[src/rtl/fp_pkg.sv]
// fp_pkg
//   Shared definitions for the acoustic-fingerprint flow: the sequencer state
//   encoding (exported on state_o for LEDs), default sizing constants used by
//   the sample storage and comparator blocks, and the phase counter width.
package fp_pkg;

  // Fixed encodings; the LED/debug display relies on these exact values.
  typedef enum logic [2:0] {
    ST_IDLE    = 3'd0,
    ST_CAP1    = 3'd1,
    ST_CLR     = 3'd2,
    ST_CAP2    = 3'd3,
    ST_COMPARE = 3'd4,
    ST_DONE    = 3'd5,
    ST_ERROR   = 3'd6
  } seq_state_e;

  localparam int NUM_SAMPLES  = 50;
  localparam int SAMPLE_WIDTH = 20;

  // Wide enough for the compare timeout plus headroom.
  localparam int CNT_WIDTH = 16;
  localparam int CNT_MAX   = (1 << CNT_WIDTH) - 1;

  // Clamp an integer limit into the counter range so an oversized parameter
  // saturates instead of silently truncating to a small value.
  function automatic logic [CNT_WIDTH-1:0] to_count(input int value);
    if (value > CNT_MAX) begin
      return CNT_WIDTH'(CNT_MAX);
    end
    if (value < 1) begin
      return CNT_WIDTH'(1);
    end
    return CNT_WIDTH'(value);
  endfunction

endpackage

[src/rtl/seq_phase_counter.sv]
// seq_phase_counter
//   Saturating phase counter shared by all timed phases of the sequencer.
//   Ports:
//     clock, reset_BTN : clock, asynchronous active-low reset
//     clr              : synchronous clear (wins over inc)
//     inc              : increment strobe (sample tick or constant 1)
//     limit            : terminal count for the current phase
//     hit              : combinational; 1 when this increment reaches limit
module seq_phase_counter
  import fp_pkg::*;
(
  input  logic                 clock,
  input  logic                 reset_BTN,
  input  logic                 clr,
  input  logic                 inc,
  input  logic [CNT_WIDTH-1:0] limit,
  output logic                 hit
);

  logic [CNT_WIDTH-1:0] count;
  logic [CNT_WIDTH-1:0] count_plus;

  // Holds at all-ones instead of wrapping back to zero.
  assign count_plus = (count == '1) ? count : count + 1'b1;

  // Looks ahead one increment so the owner can leave the phase in the same
  // cycle as the limit-th event rather than one cycle later.
  assign hit = inc && (count_plus >= limit);

  always_ff @(posedge clock or negedge reset_BTN) begin
    if (!reset_BTN) begin
      count <= '0;
    end else if (clr) begin
      count <= '0;
    end else if (inc) begin
      count <= count_plus;
    end
  end

endmodule

[src/rtl/fingerprint_sequencer.sv]
// fingerprint_sequencer
//   Control FSM for the fingerprint flow: captures a reference into bank 1,
//   a probe into bank 2, runs the comparator and latches the verdict. Each
//   timed phase is guarded by a timeout that lands in ERROR.
//   Inputs : clock, reset_BTN (async active-low), start (rising edge runs),
//            abort (level, forces IDLE), sample_tick, stored1_done,
//            stored2_done, cmp_valid, cmp_match
//   Outputs: cap1_en, cap2_en, cmp_en, busy, result_valid, match, error,
//            state_o[2:0] (fp_pkg encoding); all registered
//   Build option: SEQ_AUTO_REARM_EN makes DONE loop back through CLR to
//   recapture bank 2 and compare again; without it DONE waits for start.
module fingerprint_sequencer
  import fp_pkg::*;
#(
  parameter int NUM_SAMPLES = fp_pkg::NUM_SAMPLES,
  parameter int TICK_MARGIN = 8,
  parameter int CMP_TIMEOUT = 4096
) (
  input  logic       clock,
  input  logic       reset_BTN,
  input  logic       start,
  input  logic       abort,
  input  logic       sample_tick,
  input  logic       stored1_done,
  input  logic       stored2_done,
  input  logic       cmp_valid,
  input  logic       cmp_match,
  output logic       cap1_en,
  output logic       cap2_en,
  output logic       cmp_en,
  output logic       busy,
  output logic       result_valid,
  output logic       match,
  output logic       error,
  output logic [2:0] state_o
);

  localparam logic [CNT_WIDTH-1:0] CAP_LIMIT = to_count(NUM_SAMPLES + TICK_MARGIN);
  localparam logic [CNT_WIDTH-1:0] CMP_LIMIT = to_count(CMP_TIMEOUT);

  seq_state_e           state;
  seq_state_e           next_state;
  logic                 start_q;
  logic                 start_rise;
  logic                 cnt_clr;
  logic                 cnt_inc;
  logic                 cnt_hit;
  logic [CNT_WIDTH-1:0] phase_limit;
  logic                 match_next;

  assign start_rise = start & ~start_q;
  assign state_o    = state;

  seq_phase_counter u_counter (
    .clock     (clock),
    .reset_BTN (reset_BTN),
    .clr       (cnt_clr),
    .inc       (cnt_inc),
    .limit     (phase_limit),
    .hit       (cnt_hit)
  );

  // Next-state logic. Done/valid inputs only matter in their own phase, and
  // a done arriving together with the final tick wins over the timeout.
  always_comb begin
    next_state  = state;
    cnt_inc     = 1'b0;
    phase_limit = CAP_LIMIT;
    match_next  = match;

    unique case (state)
      ST_IDLE: begin
        if (start_rise) next_state = ST_CAP1;
      end
      ST_CAP1: begin
        cnt_inc = sample_tick;
        if (stored1_done)  next_state = ST_CLR;
        else if (cnt_hit)  next_state = ST_ERROR;
      end
      ST_CLR: begin
        next_state = ST_CAP2;
      end
      ST_CAP2: begin
        cnt_inc = sample_tick;
        if (stored2_done)  next_state = ST_COMPARE;
        else if (cnt_hit)  next_state = ST_ERROR;
      end
      ST_COMPARE: begin
        cnt_inc     = 1'b1;
        phase_limit = CMP_LIMIT;
        if (cmp_valid) begin
          next_state = ST_DONE;
          match_next = cmp_match;
        end else if (cnt_hit) begin
          next_state = ST_ERROR;
        end
      end
      ST_DONE: begin
`ifdef SEQ_AUTO_REARM_EN
        if (start_rise) next_state = ST_CAP1;
        else            next_state = ST_CLR;
`else
        if (start_rise) next_state = ST_CAP1;
`endif
      end
      ST_ERROR: begin
        if (start_rise) next_state = ST_CAP1;
      end
      default: begin
        next_state = ST_IDLE;
      end
    endcase

    if (abort) next_state = ST_IDLE;

    // A fresh run or an abort discards the previous verdict.
    if (next_state == ST_IDLE || next_state == ST_CAP1) match_next = 1'b0;

    // Every phase change restarts the counter from zero.
    cnt_clr = (next_state != state);
  end

  // State and outputs are registered from the next state so every output
  // changes in the cycle after its triggering condition. The start history
  // resets to 1 so a start held through reset is not seen as an edge.
  always_ff @(posedge clock or negedge reset_BTN) begin
    if (!reset_BTN) begin
      state        <= ST_IDLE;
      start_q      <= 1'b1;
      cap1_en      <= 1'b0;
      cap2_en      <= 1'b0;
      cmp_en       <= 1'b0;
      busy         <= 1'b0;
      result_valid <= 1'b0;
      match        <= 1'b0;
      error        <= 1'b0;
    end else begin
      state        <= next_state;
      start_q      <= start;
      cap1_en      <= (next_state == ST_CAP1);
      cap2_en      <= (next_state == ST_CAP2);
      cmp_en       <= (next_state == ST_COMPARE);
      busy         <= next_state inside {ST_CAP1, ST_CLR, ST_CAP2, ST_COMPARE};
      result_valid <= (next_state == ST_DONE);
      match        <= match_next;
      error        <= (next_state == ST_ERROR);
    end
  end

endmodule

[config.mk]
export PLATFORM = sky130hd
export DESIGN_NAME = fingerprint_sequencer
export DESIGN_NICKNAME = d
export VERILOG_FILES = /design/src/rtl/fp_pkg.sv /design/src/rtl/seq_phase_counter.sv /design/src/rtl/fingerprint_sequencer.sv
export SDC_FILE = /design/constraint.sdc
export NUM_CORES = 1
export LEC_CHECK = 0
export BUFFER_PORTS_ARGS = -buffer_cell sky130_fd_sc_hd__buf_2
export CAP_MARGIN = 30
export CORE_UTILIZATION = 45
export CTS_CLUSTER_SIZE = 24
export DETAILED_ROUTE_END_ITERATION = 7
export PLACE_DENSITY = 0.71
export SYNTH_ARGS = -nofsm -noshare
export SYNTH_HDL_FRONTEND = slang
export SYNTH_HIERARCHICAL = 1
export SYNTH_SLANG_ARGS = --single-unit
[constraint.sdc]
create_clock -name clock -period 10.86 [get_ports clock]
set_input_delay 3.258 -clock clock [delete_from_list [all_inputs] [get_ports clock]]
set_output_delay 3.258 -clock clock [all_outputs]
set_load 0.02 [all_outputs]
==> reports/summary.txt, run 1 <==
Run status -> complete, no violations
Int Power -> 150 uW
GPL Wtd Cong -> 0.902
Number of global-route vias before repair -> 1787
EDFF count, synth -> 0
Distinct cells, synth -> 65
CTS sink cnt -> 27
Root buffer cell -> clkbuf_8
Die H -> 73.5 um
DRC -> 0
Max-Cap Viols -> 0
Post-synthesis sequential area ratio -> 29.5%
Worst slack at placement -> 4.65 ns
Leakage -> 1.20 nW
Ant. Diodes -> 0
Routed WL -> 4610 um
Hold Path Depth -> 2
Port Buffers -> 18
Nets -> 311
I/O pin count -> 19
#FFs+latches synth -> 27
Starting Density -> 47.7%
Fin. Hold Viols -> 0
Maximum clock path buffer count -> 2
Detail Route Antenna Nets -> 0
Worst Hold End -> match
Hold Startpoint -> match
Gr usage total -> 18.9%
Max IR drop VDD -> 53.2 uV
Post-route minimum period -> 5.95 ns
Std-Cell Core Area -> 4820 um2
WL per Instance -> 13.1 um
Setup Fix Bufs, Post-CTS -> 0
H-tree depth -> 1
Syn_area_per_cell -> 8.74 um2
Initial DRC Count -> 128
CTS tree -> built
Tcrit/Tclk final -> 54.8%
Fmax -> 168 MHz
R2R Setup Slk -> 5.70 ns
Sw frac -> 31.7%
Clk Latency, worst-skew pair -> 0.27 ns
RSZ-0062 raised after global routing -> no
Final slew viol count -> 0
Clock power frac -> 25.8%
Synthesized area -> 2300 um2
Vias per inst -> 5.47
P&R area growth vs syn -> 8.33%
Reg clk slew, reported paths -> 0.09 ns
Worst r2r src -> u_counter/count[0]
Crit start category -> input pin
Layout cell share with drive strength beyond 1 -> 17.3%
Total grt overflow -> 0
Hpwl dp -> 3440 um
First-pass GRT wire length -> 7980 um
Vias -> 1920
R2R depth -> 19
Total negative slack -> 0 ns
DRT Pass-1 Iters -> 4
Final setup violation count -> 0
# hold bufs at CTS -> 0
Worst-path maximum fanout -> 18
Slew headroom -> 52.6%
Data required, critical path -> 10.99 ns
Die area -> 5400 um2
Warnings from Yosys -> 6
Initial antenna violation count -> 0
Num rows -> 25
Sequential power share -> 51.4%
Gate power share -> 22.8%
Multi-input gate area -> 1510 um2
Crit Reg-Reg Endpoint -> u_counter/count[10]
PwrDens -> 88.3 nW/um2
Worst clock skew -> 0.00358 ns
CTS Buf Count -> 3
Die width -> 73.5 um
Slew @ Worst Pin -> 0.711 ns
Worst EP arrival -> 6.08 ns
Setup ws final -> 4.91 ns
Register cell area after layout -> 677 um2
Largest net degree at the start of global routing -> 28
Post-Synthesis Cells -> 263
Main synth FF type -> dfrtp_1
Post-CTS Resized -> 0
Critical path type -> in -> reg
FILL cells -> 471
Critical Path Sink Type -> register
Worst Hold Class -> reg -> reg
Sw Pwr -> 69.7 uW
Ys async rst share -> 100%
==> cells by family (layout without fill, tap and decap cells) <==
kind of cell | after synthesis | after routing | synth area share, %
buf+inv | 32 | 43 | 6.48
other cells | 1 | 11 | 0.163
simple gates | 103 | 103 | 25.1
compound gates | 60 | 60 | 20.2
xor+xnor | 16 | 16 | 6.10
mux | 6 | 6 | 2.78
flops | 27 | 27 | 29.5
fa+ha+maj | 18 | 18 | 9.69
==> power by group through the flow <==
stage | combinational, mW | sequential [mW] | clock (mW)
after floorplan | 0.0366 | 0.115 | 0
after global placement | 0.0478 | 0.115 | 0
after detailed placement | 0.0498 | 0.115 | 0
after CTS | 0.0501 | 0.113 | 0.0602
after global routing | 0.0561 | 0.114 | 0.0632
final | 0.0501 | 0.113 | 0.0567
==> critical path, stage by stage <==
cell	delay [ns]
buf_2	0.08
nand2_1	0.04
nand2_1	0.52
o21ai_0	0.24
a21oi_1	0.36
nor4bb_1	0.34
a21oi_1	0.07
nor2_1	0.10
nor2_1	0.05
o22ai_1	0.56
buf_4	0.28
o21bai_1	0.13
a31oi_1	0.05
==> cell type report <==
| type | count | share of cell area [%] |
|---|---|---|
| inverter | 20 | 3.02 |
| clock inverter | 1 | 0.201 |
| clock buffer | 3 | 1.66 |
| multi-input combinational | 214 | 60.7 |
| sequential | 27 | 27.2 |
| timing repair buffer | 19 | 3.92 |
| tap | 67 | 3.37 |
==> synth_stat cells, types with 3 or more instances <==
cell | instances | area (um2)
xnor2_1 | 9 | 78.8
buf_2 | 5 | 25.0
o21a_1 | 3 | 22.5
nand4_1 | 7 | 43.8
nor2_1 | 29 | 109
inv_1 | 18 | 67.6
nand2b_1 | 5 | 31.3
o211ai_2 | 4 | 50.1
a21oi_1 | 17 | 85.1
dfrtp_1 | 26 | 651
nor3_1 | 5 | 25.0
o21ai_0 | 5 | 25.0
a21o_1 | 3 | 22.5
a31oi_1 | 3 | 18.8
xor2_1 | 7 | 61.3
and3_1 | 4 | 25.0
o21bai_1 | 3 | 22.5
mux2_1 | 3 | 33.8
and2_1 | 3 | 18.8
nand3_1 | 11 | 55.1
mux2i_1 | 3 | 30.0
ha_1 | 17 | 213
nand2_1 | 17 | 63.8
o21ai_1 | 4 | 20.0
==> state kept, by name (all words and copies together) (netlist names) <==
| signal | flops |
|---|---|
| cmp_en | 1 |
| cap1_en | 1 |
| error | 1 |
| cap2_en | 1 |
| result_valid | 1 |
| state_o | 3 |
| match | 1 |
| start_q | 1 |
| u_counter/count | 16 |
| busy | 1 |
==> metal layers <==
metal  share of wire (%)  up-vias  routed length (um)  track usage, %
met1                  51      908                2350            26.1
li1                    -      971                   -               -
met4                 1.3        0                  58            7.05
met2                  46       35                2100            30.0
met5                   0        -                   0               0
met3                 2.3        6                 106            2.47
==> cells in the final DEF, fill, tap and decap left out, drive strengths merged, types with 2 or more instances in the layout <==
master and instances:
nor2 29, dfrtp 26, inv 20, buf 19
nand2 18, a21oi 17, ha 17, nand3 13
conb 11, o21ai 11, xnor2 9, nand4 7
xor2 7, nor3 6, nand2b 5, o211ai 5
and3 4, and2 4, a31oi 3, o21bai 3
a21o 3, mux2i 3, clkbuf 3, o21a 3
mux2 3, or2 3, a211oi 3, and2b 2
and4 2, a2111oi 2, o2111ai 2, nor4 2
==> worst max-delay path by stage <==
stage / to / startpoint / slack [ns]
detailed placement: u_counter/count[10] / sample_tick / 4.65
CTS: u_counter/count[10] / sample_tick / 4.94
global route: u_counter/count[10] / sample_tick / 4.65
global placement: u_counter/count[10] / sample_tick / 4.61
finish: u_counter/count[10] / sample_tick / 4.91
floorplan: u_counter/count[0] / sample_tick / 5.16
==> metrics by stage <==
stage               instance area, um2  utilization (%)  std cells  power [mW]  hold slack, ns
finish                            2490             51.7        351       0.220           0.529
global route                      2490             51.7        351       0.233           0.563
CTS                               2490             51.7        351       0.223           0.532
detailed placement                2440             50.7        347       0.165           0.509
global placement                  2440             50.6        346       0.163           0.503
floorplan                         2340                -        273       0.151           0.491
No activity file was read; power rests on OpenSTA's default activity.
==> run 2, diff against run 1 <==
clock period = 5.7 ns   (was 10.86 ns; I/O delays follow)
==> run 2 against run 1 <==
  * Total power up 93%
  * Routed wire length up 3.9%
  * Non-clock buffer count unchanged
  * Highest routed layer unchanged
  * Flip-flop and latch count unchanged
  * Register-to-register slack worse by 4.6 ns
  * Sequential power up 91%
  * Clock skew down 0.00051 ns
  * Clock power up 99%
==> reports/summary.txt, run 2 (synthesis results as in run 1) <==
Run status -> complete, no violations
Gr usage total -> 19.7% (+0.82 points)
Setup Fix Bufs, Post-CTS -> 0 (unchanged)
Worst EP arrival -> 4.70 ns (-1.38 ns)
First-pass GRT wire length -> 8370 um (+4.9%)
Critical path type -> reg -> reg
Leakage -> 1.20 nW (unchanged)
Clk Latency, worst-skew pair -> 0.27 ns (about the same)
GPL Wtd Cong -> 0.878 (-2.7%)
Worst-path maximum fanout -> 17 (-1)
CTS sink cnt -> 27 (unchanged)
Port Buffers -> 18 (unchanged)
Post-route minimum period -> 4.56 ns
Worst slack at placement -> 1.18 ns (-3.47 ns)
Max stage delay cell, worst path -> dfrtp_1
Crit-path max cell delay -> 0.48 ns (-0.08 ns)
Std-Cell Core Area -> 4820 um2 (unchanged)
Buf/Inv on CP -> 1 (-1)
Die width -> 73.5 um (unchanged)
DRC -> 0 (unchanged)
Critical Path Sink Type -> register
Number of global-route vias before repair -> 1755 (-1.8%)
Die H -> 73.5 um (unchanged)
Max IR drop VDD -> 125 uV (+130%)
Critical Path, Cell by Cell -> ha_1 -> nand3_2 -> nor4_4 -> nand2_1 -> mux2_1 -> ha_1 -> a2111oi_0 -> nor3_1 -> o21ai_1 -> a21oi_1 -> nor4bb_1 -> a21oi_1 -> nor2_1 -> nor2_1 -> o22ai_1 -> buf_4 -> o21bai_1 -> a31oi_1
I/O pin count -> 19 (unchanged)
Final slew viol count -> 0 (unchanged)
Post-CTS Resized -> 0 (unchanged)
Hpwl dp -> 3650 um (+6.2%)
Routed WL -> 4790 um (+3.9%)
Tcrit/Tclk final -> 79.9%
Fmax -> 220 MHz
Layout cell share with drive strength beyond 1 -> 17.3% (unchanged)
Slew @ Worst Pin -> 0.758 ns (+0.0469 ns)
Largest net degree at the start of global routing -> 28 (unchanged)
Reg clk slew, reported paths -> 0.10 ns (about the same)
Nets -> 311 (unchanged)
Maximum clock path buffer count -> 2 (unchanged)
P&R area growth vs syn -> 8.33% (unchanged)
DRT Pass-1 Iters -> 4 (unchanged)
Commonest non-fill, non-tap cell in the layout -> nor2_1
Top Metal Used -> met4
Max-Cap Viols -> 0 (unchanged)
Fin. Hold Viols -> 0 (unchanged)
Vias per inst -> 5.45 (-0.42%)
Top delay family on crit path -> simple AND/OR/NAND/NOR gates
Biggest register -> u_counter/count
Data required, critical path -> 5.84 ns (-5.15 ns)
Wl on met1 -> 2380 um (+1.3%)
Total grt overflow -> 0 (unchanged)
CTS tree -> built
Initial antenna violation count -> 0 (unchanged)
WL per Instance -> 13.7 um (+3.9%)
CTS Buf Count -> 3 (unchanged)
Root buffer cell -> clkbuf_8
H-tree depth -> 1 (unchanged)
Ant. Diodes -> 0 (unchanged)
Die area -> 5400 um2 (unchanged)
Crit start category -> register
Routed met2 length -> 2260 um (+7.3%)
Initial DRC Count -> 124 (-3.1%)
Most frequent cells in the layout -> 29 x nor2_1, 26 x dfrtp_1, 18 x inv_1, 18 x buf_2
Worst clock skew -> 0.00307 ns (-0.000515 ns)
Detail Route Antenna Nets -> 0 (unchanged)
Total negative slack -> 0 ns (unchanged)
Worst Hold Class -> reg -> reg
# hold bufs at CTS -> 0 (unchanged)
Final setup violation count -> 0 (unchanged)
Num rows -> 25 (unchanged)
Slew headroom -> 49.3% (-3.2 points)
RSZ-0062 raised after global routing -> no
Number of flip-flops in the largest register -> 16 (unchanged)
Metal3 WL -> 109 um (+2.8%)
Setup ws final -> 1.14 ns (-3.77 ns)
Starting Density -> 47.7% (unchanged)
Vias -> 1912 (-0.42%)
PwrDens -> 170 nW/um2 (+93%)
run 2: cell type report:
type                            instances  area [um2]
Clock buffer                            3        41.3
Fill cell                             477        2330
Tap cell                               67        83.8
Clock inverter                          1        5.00
Multi-Input combinational cell        214        1510
Inverter                               20        75.1
Sequential cell                        27         677
Timing Repair Buffer                   19        97.6
run 2: final timing paths:
path	startpoint	endpoint	slack, ns	cells after the start
setup / recovery	u_counter/count[0]	u_counter/count[10]	1.14	18
hold / removal	match	match	0.56	2
setup reg to reg	u_counter/count[0]	u_counter/count[10]	1.14	18
hold reg to reg	match	match	0.56	2
max in group asynchronous	reset_BTN	state_o[0]	3.88	1
min in group asynchronous	reset_BTN	u_counter/count[14]	1.43	1
run 2: layer usage:
metal / global-route usage [%] / up-vias
li1: - / 973
met1: 28.1 / 905
met2: 31.9 / 30
met3: 2.61 / 4
met4: 3.63 / 0
met5: 0 / -
run 2: power breakdown:
group | leakage [nW] | switching (mW) | internal (mW)
sequential | 0.370 | 0.0156 | 0.200
clock | 0.0255 | 0.0641 | 0.0491
combinational | 0.801 | 0.0586 | 0.0367
run 2: per-stage QoR:
step                hold WS [ns]  cells  power, mW  instance area, um2  util, %
finish                     0.560    351      0.424                2490     51.7
global route               0.564    351      0.450                2490     51.7
CTS                        0.551    351      0.428                2490     51.7
detailed placement         0.526    347      0.314                2440     50.7
global placement           0.508    347      0.313                2440     50.7
floorplan                  0.491    273      0.288                2340        -
run 2: worst reg2reg max path: cells and delay by family (launching register included):
kind / cells / cell delay (ns)
adder cells (fa/ha/maj): 2 / 0.55
buffers and inverters: 1 / 0.26
flip-flops: 1 / 0.48
multiplexers: 1 / 0.46
AO/OA/AOI/OAI: 7 / 0.96
AND/OR/NAND/NOR: 7 / 1.71
